`config.mk`:
```
export PLATFORM = sky130hd
export DESIGN_NAME = compensation_merge_unit_flat
export DESIGN_NICKNAME = d
export VERILOG_FILES = /design/src/rtl/compensation_merge_unit_if.sv /design/src/rtl/compensation_merge_unit.sv /design/src/flat_wrapper.sv
export SDC_FILE = /design/constraint.sdc
export NUM_CORES = 1
export LEC_CHECK = 0
export BUFFER_PORTS_ARGS = -buffer_cell sky130_fd_sc_hd__clkbuf_2
export CELL_PAD_IN_SITES_DETAIL_PLACEMENT = 0
export CELL_PAD_IN_SITES_GLOBAL_PLACEMENT = 1
export CORE_UTILIZATION = 48
export DETAILED_ROUTE_END_ITERATION = 8
export GPL_TIMING_DRIVEN = 0
export PLACE_DENSITY_LB_ADDON = 0.2
export SYNTH_ARGS = -nofsm -noshare
export SYNTH_HDL_FRONTEND = slang
export SYNTH_SLANG_ARGS = --single-unit
```
`constraint.sdc`:
```
create_clock -name clk -period 4.1 [get_ports clk]
set_input_delay 1.025 -clock clk [delete_from_list [all_inputs] [get_ports clk]]
set_output_delay 1.025 -clock clk [all_outputs]
set_load 0.1 [all_outputs]
```
`src/rtl/compensation_merge_unit_if.sv`:
```
// Stream interface for compensation_merge_unit.
//   Input side : psum_valid/in_ready handshake carrying psum_in and comp_in.
//   Output side: out_valid/out_ready handshake carrying out_data and out_index.
// The master modport is the producer/consumer side; the slave modport is the unit.
interface compensation_merge_unit_if #(
  parameter int unsigned PSUM_WIDTH = 20,
  parameter int unsigned COMP_WIDTH = 13,
  parameter int unsigned OUT_WIDTH  = 8,
  parameter int unsigned ROWS       = 8
);
  localparam int unsigned IdxW = (ROWS > 1) ? $clog2(ROWS) : 1;

  logic                         psum_valid;
  logic                         in_ready;
  logic signed [PSUM_WIDTH-1:0] psum_in;
  logic signed [COMP_WIDTH-1:0] comp_in;
  logic                         out_valid;
  logic                         out_ready;
  logic signed [OUT_WIDTH-1:0]  out_data;
  logic [IdxW-1:0]              out_index;

  modport master (
    output psum_valid, psum_in, comp_in, out_ready,
    input  in_ready, out_valid, out_data, out_index
  );

  modport slave (
    input  psum_valid, psum_in, comp_in, out_ready,
    output in_ready, out_valid, out_data, out_index
  );
endinterface

```
`src/rtl/compensation_merge_unit.sv`:
```
// Merges main partial sums with their compensation sums, requantizes (round half up,
// optional ReLU, saturation) and buffers results in a small output FIFO.
// Ports:
//   clk, rst   : clock (rising edge), asynchronous active-high reset
//   start      : begins a tile when idle; relu_en is latched with it
//   bus        : input pair stream (psum_valid/in_ready) and result stream (out_valid/out_ready)
//   busy       : tile in progress
//   tile_done  : pulses when the last result of a tile is written to the FIFO
//   sat_flag   : sticky saturation indicator, cleared by start
module compensation_merge_unit #(
  parameter int unsigned PSUM_WIDTH  = 20,
  parameter int unsigned COMP_WIDTH  = 13,
  parameter int unsigned COMP_SHIFT  = 0,
  parameter int unsigned QUANT_SHIFT = 2,
  parameter int unsigned OUT_WIDTH   = 8,
  parameter int unsigned ROWS        = 8,
  parameter int unsigned FIFO_DEPTH  = 4
) (
  input  logic                          clk,
  input  logic                          rst,
  input  logic                          start,
  input  logic                          relu_en,
  compensation_merge_unit_if.slave      bus,
  output logic                          busy,
  output logic                          tile_done,
  output logic                          sat_flag
);
  localparam int unsigned IdxW = (ROWS > 1) ? $clog2(ROWS) : 1;
  localparam int unsigned PtrW = (FIFO_DEPTH > 1) ? $clog2(FIFO_DEPTH) : 1;
  localparam int unsigned CntW = $clog2(FIFO_DEPTH) + 1;
  localparam int unsigned OccW = CntW + 1;
  localparam int unsigned SumW = ((PSUM_WIDTH > COMP_WIDTH + COMP_SHIFT) ?
                                  PSUM_WIDTH : COMP_WIDTH + COMP_SHIFT) + 1;
  // One extra bit so the rounding offset can never wrap the sum.
  localparam int unsigned RndW = SumW + 1;
  localparam int unsigned EntW = OUT_WIDTH + IdxW;

  localparam logic signed [RndW-1:0] Half   = RndW'(1) << (QUANT_SHIFT - 1);
  localparam logic signed [RndW-1:0] OutMax = RndW'((1 << (OUT_WIDTH - 1)) - 1);
  localparam logic signed [RndW-1:0] OutMin = RndW'(-(1 << (OUT_WIDTH - 1)));

  typedef enum logic [1:0] {StIdle, StMerge, StDrain} state_e;

  state_e                 state_q, state_d;
  logic [IdxW-1:0]        idx_q, idx_d;
  logic                   relu_q, relu_d;
  logic                   sat_q, sat_d;

  logic                   s1_valid_q, s1_valid_d;
  logic signed [SumW-1:0] s1_sum_q, s1_sum_d;
  logic [IdxW-1:0]        s1_idx_q, s1_idx_d;
  logic                   s1_last_q, s1_last_d;

  logic                   s2_valid_q, s2_valid_d;
  logic [OUT_WIDTH-1:0]   s2_data_q, s2_data_d;
  logic [IdxW-1:0]        s2_idx_q, s2_idx_d;
  logic                   s2_last_q, s2_last_d;

  logic [EntW-1:0]        mem_q [FIFO_DEPTH];
  logic [EntW-1:0]        mem_d [FIFO_DEPTH];
  logic [PtrW-1:0]        wr_ptr_q, wr_ptr_d, rd_ptr_q, rd_ptr_d;
  logic [CntW-1:0]        count_q, count_d;
  logic [EntW-1:0]        head_q, head_d;

  logic                   in_ready, accept, sat_now, push, pop;
  logic [OccW-1:0]        occ;
  logic signed [SumW-1:0] psum_ext, comp_ext;
  logic signed [RndW-1:0] rnd, quant;

  // Control, stage 1 (add) and stage 2 (requantize).
  always_comb begin
    state_d = state_q;
    idx_d   = idx_q;
    relu_d  = relu_q;
    sat_d   = sat_q;

    // Slots already promised to in-flight pairs count as occupied, so the FIFO never overflows.
    occ      = {1'b0, count_q} + OccW'(s1_valid_q) + OccW'(s2_valid_q);
    in_ready = (state_q == StMerge) && (occ < OccW'(FIFO_DEPTH));
    accept   = in_ready && bus.psum_valid;

    psum_ext   = {{(SumW - PSUM_WIDTH){bus.psum_in[PSUM_WIDTH-1]}}, bus.psum_in};
    comp_ext   = {{(SumW - COMP_WIDTH){bus.comp_in[COMP_WIDTH-1]}}, bus.comp_in};
    s1_valid_d = accept;
    s1_sum_d   = psum_ext + (comp_ext <<< COMP_SHIFT);
    s1_idx_d   = idx_q;
    s1_last_d  = (idx_q == IdxW'(ROWS - 1));

    rnd     = {s1_sum_q[SumW-1], s1_sum_q} + Half;
    quant   = rnd >>> QUANT_SHIFT;
    sat_now = 1'b0;
    if (relu_q && quant[RndW-1]) begin
      quant = '0;
    end
    if (quant > OutMax) begin
      quant   = OutMax;
      sat_now = 1'b1;
    end else if (quant < OutMin) begin
      quant   = OutMin;
      sat_now = 1'b1;
    end
    s2_valid_d = s1_valid_q;
    s2_data_d  = quant[OUT_WIDTH-1:0];
    s2_idx_d   = s1_idx_q;
    s2_last_d  = s1_last_q;
    if (s1_valid_q && sat_now) begin
      sat_d = 1'b1;
    end

    case (state_q)
      StIdle: begin
        if (start) begin
          state_d = StMerge;
          idx_d   = '0;
          sat_d   = 1'b0;
          relu_d  = relu_en;
        end
      end
      StMerge: begin
        if (accept) begin
          idx_d = idx_q + IdxW'(1);
          if (s1_last_d) begin
            state_d = StDrain;
            idx_d   = '0;
          end
        end
      end
      StDrain: begin
        if (!s1_valid_q && !s2_valid_q) begin
          state_d = StIdle;
        end
      end
      default: state_d = StIdle;
    endcase
  end

  // Output FIFO with a registered head that is refreshed from the post-update storage.
  always_comb begin
    mem_d    = mem_q;
    wr_ptr_d = wr_ptr_q;
    rd_ptr_d = rd_ptr_q;
    count_d  = count_q;
    head_d   = head_q;
    push     = s2_valid_q;
    pop      = (count_q != '0) && bus.out_ready;
    if (push) begin
      mem_d[wr_ptr_q] = {s2_idx_q, s2_data_q};
      wr_ptr_d        = wr_ptr_q + PtrW'(1);
    end
    if (pop) begin
      rd_ptr_d = rd_ptr_q + PtrW'(1);
    end
    case ({push, pop})
      2'b10:   count_d = count_q + CntW'(1);
      2'b01:   count_d = count_q - CntW'(1);
      default: count_d = count_q;
    endcase
    // When the FIFO empties the head keeps its last value.
    if (count_d != '0) begin
      head_d = mem_d[rd_ptr_d];
    end
  end

  always_ff @(posedge clk or posedge rst) begin
    if (rst) begin
      state_q    <= StIdle;
      idx_q      <= '0;
      relu_q     <= 1'b0;
      sat_q      <= 1'b0;
      s1_valid_q <= 1'b0;
      s1_sum_q   <= '0;
      s1_idx_q   <= '0;
      s1_last_q  <= 1'b0;
      s2_valid_q <= 1'b0;
      s2_data_q  <= '0;
      s2_idx_q   <= '0;
      s2_last_q  <= 1'b0;
      for (int i = 0; i < FIFO_DEPTH; i++) begin
        mem_q[i] <= '0;
      end
      wr_ptr_q   <= '0;
      rd_ptr_q   <= '0;
      count_q    <= '0;
      head_q     <= '0;
    end else begin
      state_q    <= state_d;
      idx_q      <= idx_d;
      relu_q     <= relu_d;
      sat_q      <= sat_d;
      s1_valid_q <= s1_valid_d;
      s1_sum_q   <= s1_sum_d;
      s1_idx_q   <= s1_idx_d;
      s1_last_q  <= s1_last_d;
      s2_valid_q <= s2_valid_d;
      s2_data_q  <= s2_data_d;
      s2_idx_q   <= s2_idx_d;
      s2_last_q  <= s2_last_d;
      mem_q      <= mem_d;
      wr_ptr_q   <= wr_ptr_d;
      rd_ptr_q   <= rd_ptr_d;
      count_q    <= count_d;
      head_q     <= head_d;
    end
  end

  assign bus.in_ready  = in_ready;
  assign bus.out_valid = (count_q != '0);
  assign bus.out_data  = head_q[OUT_WIDTH-1:0];
  assign bus.out_index = head_q[EntW-1:OUT_WIDTH];
  assign busy          = (state_q != StIdle);
  assign tile_done     = s2_valid_q && s2_last_q;
  assign sat_flag      = sat_q;
endmodule

```
`src/flat_wrapper.sv`:
```
// flat-port wrapper written by rule: the top's interface ports become plain ports
module compensation_merge_unit_flat 
#(
  parameter int unsigned PSUM_WIDTH  = 20,
  parameter int unsigned COMP_WIDTH  = 13,
  parameter int unsigned COMP_SHIFT  = 0,
  parameter int unsigned QUANT_SHIFT = 2,
  parameter int unsigned OUT_WIDTH   = 8,
  parameter int unsigned ROWS        = 8,
  parameter int unsigned FIFO_DEPTH  = 4
)
  (clk, rst, start, relu_en, busy, tile_done, sat_flag, bus_psum_valid, bus_psum_in, bus_comp_in, bus_out_ready, bus_in_ready, bus_out_valid, bus_out_data, bus_out_index);
  compensation_merge_unit_if #(.PSUM_WIDTH(PSUM_WIDTH), .COMP_WIDTH(COMP_WIDTH), .OUT_WIDTH(OUT_WIDTH), .ROWS(ROWS)) bus_i ();
  input  logic clk;
  input  logic rst;
  input  logic start;
  input  logic relu_en;
  output logic busy;
  output logic tile_done;
  output logic sat_flag;
  input wire logic [$bits(bus_i.psum_valid)-1:0] bus_psum_valid;
  input wire logic [$bits(bus_i.psum_in)-1:0] bus_psum_in;
  input wire logic [$bits(bus_i.comp_in)-1:0] bus_comp_in;
  input wire logic [$bits(bus_i.out_ready)-1:0] bus_out_ready;
  output wire logic [$bits(bus_i.in_ready)-1:0] bus_in_ready;
  output wire logic [$bits(bus_i.out_valid)-1:0] bus_out_valid;
  output wire logic [$bits(bus_i.out_data)-1:0] bus_out_data;
  output wire logic [$bits(bus_i.out_index)-1:0] bus_out_index;
  assign bus_i.psum_valid = bus_psum_valid;
  assign bus_i.psum_in = bus_psum_in;
  assign bus_i.comp_in = bus_comp_in;
  assign bus_i.out_ready = bus_out_ready;
  assign bus_in_ready = bus_i.in_ready;
  assign bus_out_valid = bus_i.out_valid;
  assign bus_out_data = bus_i.out_data;
  assign bus_out_index = bus_i.out_index;
  compensation_merge_unit #(.PSUM_WIDTH(PSUM_WIDTH), .COMP_WIDTH(COMP_WIDTH), .COMP_SHIFT(COMP_SHIFT), .QUANT_SHIFT(QUANT_SHIFT), .OUT_WIDTH(OUT_WIDTH), .ROWS(ROWS), .FIFO_DEPTH(FIFO_DEPTH)) u_core (.clk(clk), .rst(rst), .start(start), .relu_en(relu_en), .bus(bus_i), .busy(busy), .tile_done(tile_done), .sat_flag(sat_flag));
endmodule
```
# [Word-level counts from Yosys, hierarchy flattened]
# Index checks and enable logic that the tools add are counted.
[totals] regBits=108 latchBits=0 ram_bits=0 rom_bits=0 word_cells=90 memories=0
[op_classes] addsub=9 mul=0 div_mod_pow=0 order_cmp=6 eq_ne=9 shifts=0 mux=26 bitwise_logic=2 reduce_logical=18
[ops] operator="bitwise mux 44 bit" n=1
[ops] operator="two-way mux 44 bit" n=1
[ops] operator="two-way mux 11 bit" n=3
[ops] operator="adder 21 x 3 -> 22 bit, second input constant" n=1
[ops] operator="binary-select mux 11 bit (select 2 bit)" n=1
[ops] operator="demux 11 bit (select 2 bit)" n=1
[ops] operator="> comparator 22 x 8 -> 1 bit, second input constant" n=1
[ops] operator="< comparator 22 x 8 -> 1 bit, second input constant" n=1
[ops] operator="two-way mux 22 bit" n=1
[ops] operator="adder 20 x 13 -> 21 bit" n=1
[ops] operator="two-way mux 8 bit" n=2
[ops] operator="one-hot mux 3 bit (2 select lines)" n=2
[ops] operator="two-way mux 2 bit" n=5
[ops] operator="two-way mux 3 bit" n=3
[ops] operator="logical AND 1 bit" n=8
[ops] operator="adder 3 x 1 -> 3 bit, second input constant" n=2
[ops] operator="greater-or-equal comparator 3 bit, second input constant" n=2
[ops] operator="inequality test 2 x 1 -> 1 bit, second input constant" n=3
[ops] operator="NOT 2 -> 3 bit" n=2
[ops] operator="one-hot mux 2 bit (3 select lines)" n=1
[ops] operator="nonzero test 3 bit" n=2
[ops] operator="two-way mux 1 bit" n=5
[ops] operator="adder 2 x 1 -> 2 bit, second input constant" n=2
[ops] operator="adder 3 x 1 -> 4 bit" n=1
[ops] operator="other kinds (14)" n=18

# [Logic depth before layout (Yosys ltp)]
[logic_depth] word_depth=10 ltp_mapped=11

# [Worst setup path before layout]
# No wires, ideal clock.
[synth_timing] path_kind="register to output" startpoint="reg u_core.count_q[0]" endpoint="out bus_in_ready" t_arrival_ns=2.906 slack_ns=0.169 path_stages_with_launch=5 path_buffers=0 path_cell_list="dfrtp_1 > ha_1 > a21oi_1 > nor2_1 > nor3_1"
[synth_between] elab_chain_cells=4
[synth_rtl] element="start, declared" line_no="compensation_merge_unit.sv:62" source="logic [CntW-1:0] count_q, count_d;"
[synth_rtl] element="start signal, assigned" line_no="compensation_merge_unit.sv:201" source="count_q <= count_d;"
[synth_rtl] element="adder 3 x 1 -> 4 bit" line_no="compensation_merge_unit.sv:78" source="occ = {1'b0, count_q} + OccW'(s1_valid_q) + OccW'(s2_valid_q);"
[synth_rtl] element="adder 4 x 1 -> 4 bit" line_no="compensation_merge_unit.sv:78"
[synth_rtl] element="< comparator 4 x 3 -> 1 bit" line_no="compensation_merge_unit.sv:79" source="in_ready = (state_q == StMerge) && (occ < OccW'(FIFO_DEPTH));"
[synth_rtl] element="logical AND 1 bit" line_no="compensation_merge_unit.sv:79"
[synth_rtl] element="end, declared" line_no="flat_wrapper.sv:25" source="output wire logic [$bits(bus_i.in_ready)-1:0] bus_in_ready;"
# Every way passes these cells.

# [Worst setup path after layout]
[layout_timing] startpoint="in bus_out_ready" endpoint="reg u_core.head_q[3]"
[layout_lines] element="start, declared" line_no="flat_wrapper.sv:24" source="input wire logic [$bits(bus_i.out_ready)-1:0] bus_out_ready;"
[layout_lines] element="logical AND 1 bit *" line_no="compensation_merge_unit.sv:145" source="pop = (count_q != '0) && bus.out_ready;"
[layout_lines] element="equality test 2 x 1 -> 1 bit or equality test 2 bit (tied branches)" line_no="compensation_merge_unit.sv:153" source="case ({push, pop})"
[layout_lines] element="one-hot mux 3 bit (2 select lines) *" line_no="compensation_merge_unit.sv:153"
[layout_lines] element="via u_core.count_d[2]" line_no="compensation_merge_unit.sv:62"
[layout_lines] element="nonzero test 3 bit *" line_no="compensation_merge_unit.sv:159" source="if (count_d != '0) begin"
[layout_lines] element="end signal, assigned" line_no="compensation_merge_unit.sv:184" source="head_q <= '0;"
[layout_lines] element="end signal, assigned" line_no="compensation_merge_unit.sv:202" source="head_q <= head_d;"
[layout_lines] element="end, declared" line_no="compensation_merge_unit.sv:63" source="logic [EntW-1:0] head_q, head_d;"
# The timed path passes the listed nets; every way through them passes the cells marked *. The select of a mux whose other input is x is not followed.
# A chain may end at the register's enable or synchronous reset.

==> metrics.log <==
INFO  metric max_clock_freq = 311.1 MHz
INFO  metric final_core_utilization = 57.08%
INFO  metric power_switching = 1.837 mW
INFO  metric gp_congestion = 0.7694
INFO  metric syn_area_cell = 11.97 sq um
INFO  metric outcome = finished, final reports clean
INFO  metric io_buffer_count = 54
INFO  metric ys_seq_area_share = 48.20%
INFO  metric detail_route.vias_per_cell = 5.329
INFO  metric synth_area = 5555 sq um
INFO  metric share_seq_of_total_power = 36.7%
INFO  metric clock_sinks = 107
INFO  metric detail-route-antenna-nets = 0
INFO  metric met3_usage = 2.253%
INFO  metric synthesis.yosys.warnings = 0
INFO  metric die-width = 109.6 um
INFO  metric initial_utilization = 50.15%
INFO  metric grt_util_met1 = 22.27%
INFO  metric post_cts_hold_buffer_count = 0
INFO  metric detailed_place_hpwl = 7207 um
INFO  metric synth_async_sr_flop_share = 100.0%
INFO  metric worst_slew_pin_slew = 0.6848 ns
INFO  metric count_of_final_hold_check_violations = 0
INFO  metric grt_antenna_before_repair = 0
INFO  metric floorplan.rows = 38
INFO  metric worstSetupEndpointType = register
INFO  metric post_cts_clock_slew_at_the_launch_and_capture_registers_of_the_worst_setup_and_hold_paths = 0.07 ns
INFO  metric worst-setup-path-type = input pin to register
INFO  metric area_growth_from_synthesis_to_layout = 13.83%
INFO  metric tritoncts = done
INFO  metric synthesis.nets = 533
INFO  metric dpl.cell_count = 659
INFO  metric cts.root.buffer_cell = sky130_fd_sc_hd__clkbuf_16
INFO  metric synth_top_cell_by_area = sky130_fd_sc_hd__dfrtp_1
INFO  metric floorplan.die.height = 109.6 um
INFO  metric grt_pass1_wl = 16590 um
INFO  metric max_slew_violation_count = 0
INFO  metric detail_route.wl_per_cell = 14.24 um
INFO  metric track_usage = 18.04%
INFO  metric r2r_cells = 9
INFO  metric drcViolationCount = 0
INFO  metric post_syn_instances = 464
INFO  metric relSlewSlack = 54.35%
INFO  metric crit_path_end = u_core.head_q[3]$_DFFE_PP0P_
INFO  metric worst_r2r_endpoint = u_core.head_q[3]$_DFFE_PP0P_
INFO  metric mostFrequentLayoutCells = 107 x sky130_fd_sc_hd__dfrtp_1, 54 x sky130_fd_sc_hd__clkbuf_2, 45 x sky130_fd_sc_hd__mux2_2, 29 x sky130_fd_sc_hd__nand2_1, 28 x sky130_fd_sc_hd__ha_1
INFO  metric detail_route.wirelength = 9598 um
INFO  metric final_net_count = 599
INFO  metric drive_gt1_share = 28.09%
INFO  metric clock_tree.htree_level_count = 3
INFO  metric mostFrequentLayoutCell = sky130_fd_sc_hd__dfrtp_1
INFO  metric numCtsBuffers = 9
INFO  metric critPathLaunchType = input pin
INFO  metric globalRouteOverflowTotal = 0
INFO  metric regToRegSetupSlack = 1.03 ns
INFO  metric cp_data_required_time = 4.33 ns
INFO  metric core = 11080 sq um
INFO  metric cts_repair_resize_count = 0
INFO  metric pin_count_of_the_biggest_net_entering_global_routing = 72
INFO  metric critical_path.startpoint = bus_out_ready
INFO  metric p_clk_share = 18.0%
INFO  metric drt_iter0_markers = 121
INFO  metric clock-skew-final = 0.005301 ns
INFO  metric final.period_utilization = 78.40%
INFO  metric first_global_vias = 3638
INFO  metric yosys_most_used_dff = sky130_fd_sc_hd__dfrtp_1
INFO  metric io-pin-count = 55
INFO  metric yosys.cell_types.count = 63
INFO  metric insertion_delay = 0.34 ns
INFO  metric number_of_enable_type_register_cells_in_the_synthesized_netlist = 0
INFO  metric power_density_normalized_to_cell_area = 737.8 nW/um^2
INFO  metric final_cells = 674
INFO  metric hold_path.class = register to register
INFO  metric rsz_0062_raised_after_global_routing = false
INFO  metric busiest_layer = met2
INFO  metric antenna_cells_inserted = 0
INFO  metric post_synth_main_area_contributors = sky130_fd_sc_hd__dfrtp_1 48%, sky130_fd_sc_hd__mux2_2 9.1%, sky130_fd_sc_hd__ha_1 6.3%
INFO  metric cap_violations = 0
INFO  metric intPower = 2.829 mW
INFO  metric clock_path_buffers = 2
INFO  metric netSwitchingFraction = 39.37%
INFO  metric die_ar = 12010 sq um
INFO  metric post_cts.repair.setup_buffers = 0
INFO  metric post-synth-top-area-fraction = 48.20%
INFO  metric layout.filler_cells = 920
INFO  metric worst_ep_arrival_time = 3.44 ns
INFO  metric power.static_leakage = 2.832 nW
INFO  metric detailroute.via_count = 3592
INFO  metric clock_period_minus_worst_slack = 3.214 ns
INFO  metric r2r_start = u_core.count_q[0]$_DFF_PP0_
INFO  metric grt_util_met2 = 31.49%
INFO  metric comb_power_share = 45.3%
INFO  metric drt_pass1_iterations = 4
INFO  metric synth_seq_cells = 107
INFO  metric path_max_fanout = 10
INFO  metric worst_ir_drop_vdd = 0.6384 mV
INFO  metric finalSetupViolations = 0
## registers in the layout (all words and copies together) (netlist names)
signal / flops
u_core.mem_q: 44
u_core.s1_sum_q: 20
u_core.head_q: 11
u_core.s2_data_q: 8
u_core.count_q: 3
u_core.idx_q: 3
u_core.s1_idx_q: 3
u_core.s2_idx_q: 3
u_core.rd_ptr_q: 2
u_core.state_q: 2
u_core.wr_ptr_q: 2
u_core.push: 1
u_core.relu_q: 1
u_core.s1_last_q: 1
u_core.s1_valid_q: 1
u_core.s2_last_q: 1
u_core.sat_flag: 1
## worst min-delay path by stage
| stage | from | endpoint | slack (ns) | depth (start not counted) |
|---|---|---|---|---|
| 6_report | u_core.s1_idx_q[2]$_DFF_PP0_ | u_core.s2_idx_q[2]$_DFF_PP0_ | 0.35 | 0 |
| 5_1_grt | u_core.s1_idx_q[2]$_DFF_PP0_ | u_core.s2_idx_q[2]$_DFF_PP0_ | 0.36 | 0 |
| 4_1_cts | u_core.s1_idx_q[2]$_DFF_PP0_ | u_core.s2_idx_q[2]$_DFF_PP0_ | 0.35 | 0 |
| 3_5_place_dp | u_core.s1_idx_q[2]$_DFF_PP0_ | u_core.s2_idx_q[2]$_DFF_PP0_ | 0.34 | 0 |
| 3_3_place_gp | u_core.s1_idx_q[2]$_DFF_PP0_ | u_core.s2_idx_q[2]$_DFF_PP0_ | 0.33 | 0 |
| 2_1_floorplan | u_core.s1_idx_q[0]$_DFF_PP0_ | u_core.s2_idx_q[0]$_DFF_PP0_ | 0.33 | 0 |
## power groups by stage
stage | combinational, mW | clock [mW] | sequential [mW]
global route | 2.31 | 0.907 | 1.77
global placement | 2.07 | 0 | 1.71
floorplan | 1.37 | 0 | 2.07
detailed placement | 2.15 | 0 | 1.74
CTS | 2.15 | 0.865 | 1.72
finish | 2.11 | 0.839 | 1.71
## metal layers
layer	vias to the layer above	wire, um
met2	52	4824
li1	1807	-
met5	-	0
met4	0	217
met1	1719	4337
met3	14	219
## cells in the mapped netlist (2+ instances only)
cell,n
sky130_fd_sc_hd__fa_1,2
sky130_fd_sc_hd__ha_1,28
sky130_fd_sc_hd__nand4b_4,2
sky130_fd_sc_hd__nand2_1,29
sky130_fd_sc_hd__a21oi_1,22
sky130_fd_sc_hd__mux2_1,12
sky130_fd_sc_hd__and3_4,2
sky130_fd_sc_hd__nor3_1,11
sky130_fd_sc_hd__and2_1,6
sky130_fd_sc_hd__a31oi_1,2
sky130_fd_sc_hd__mux2_2,45
sky130_fd_sc_hd__or3_1,4
sky130_fd_sc_hd__dfrtp_1,107
sky130_fd_sc_hd__a2111oi_0,2
sky130_fd_sc_hd__nand2b_1,4
sky130_fd_sc_hd__clkbuf_1,5
sky130_fd_sc_hd__inv_1,21
sky130_fd_sc_hd__nor2b_1,4
sky130_fd_sc_hd__o211ai_1,3
sky130_fd_sc_hd__o21ai_0,15
sky130_fd_sc_hd__and3_1,3
sky130_fd_sc_hd__xnor2_1,17
sky130_fd_sc_hd__xor2_1,13
sky130_fd_sc_hd__buf_2,2
sky130_fd_sc_hd__o21ai_1,10
sky130_fd_sc_hd__a21o_1,3
sky130_fd_sc_hd__nor4_1,2
sky130_fd_sc_hd__nand3_1,17
sky130_fd_sc_hd__o31ai_1,2
sky130_fd_sc_hd__nor2_1,20
sky130_fd_sc_hd__nor2_2,2
sky130_fd_sc_hd__nand4_1,5
sky130_fd_sc_hd__mux4_2,11
sky130_fd_sc_hd__a41oi_1,2
## critical path: stages
cell                       delay [ns]
sky130_fd_sc_hd__clkbuf_2        0.07
sky130_fd_sc_hd__and2_1          0.20
sky130_fd_sc_hd__ha_1            0.21
sky130_fd_sc_hd__inv_1           0.06
sky130_fd_sc_hd__fa_1            0.37
sky130_fd_sc_hd__xor2_1          0.15
sky130_fd_sc_hd__nor2_1          0.13
sky130_fd_sc_hd__xor2_1          0.19
sky130_fd_sc_hd__or3_1           0.17
sky130_fd_sc_hd__clkbuf_1        0.47
sky130_fd_sc_hd__mux2_2          0.40
## stage by stage
stage / total power, mW / TNS [ns] / hold WS (ns) / instance area [sq um] / worst slack [ns]
global placement: 3.781 / -74.87 / 0.3337 / 6001 / -0.7060
global route: 4.978 / 0 / 0.3649 / 6324 / 0.6585
finish: 4.666 / 0 / 0.3496 / 6324 / 0.8857
CTS: 4.730 / 0 / 0.3518 / 6324 / 0.8059
detailed placement: 3.882 / 0 / 0.3355 / 6031 / 0.4042
floorplan: 3.443 / 0 / 0.3312 / 5555 / 0.1693
## cell families after synthesis
family,count (synthesis),synth area share (%)
AND/OR/NAND/NOR,124,12.84
flip-flops,107,48.20
AO/OA/AOI/OAI,74,8.762
multiplexers,68,16.01
XOR/XNOR,31,5.023
buffers and inverters,30,2.140
adder cells (fa/ha/maj),30,7.027
## layout make-up
type | count | area, sq um | share of cell area (%)
Clock inverter | 6 | 67.56 | 1.068
Multi-Input combinational cell | 327 | 2759 | 43.63
Sequential cell | 107 | 2678 | 42.34
Buffer | 8 | 36.28 | 0.5738
Tap cell | 140 | 175.2 | 2.770
Clock buffer | 9 | 225.2 | 3.562
Timing Repair Buffer | 55 | 297.8 | 4.709
Inverter | 22 | 85.08 | 1.345
No activity file was read; power rests on OpenSTA's default activity.
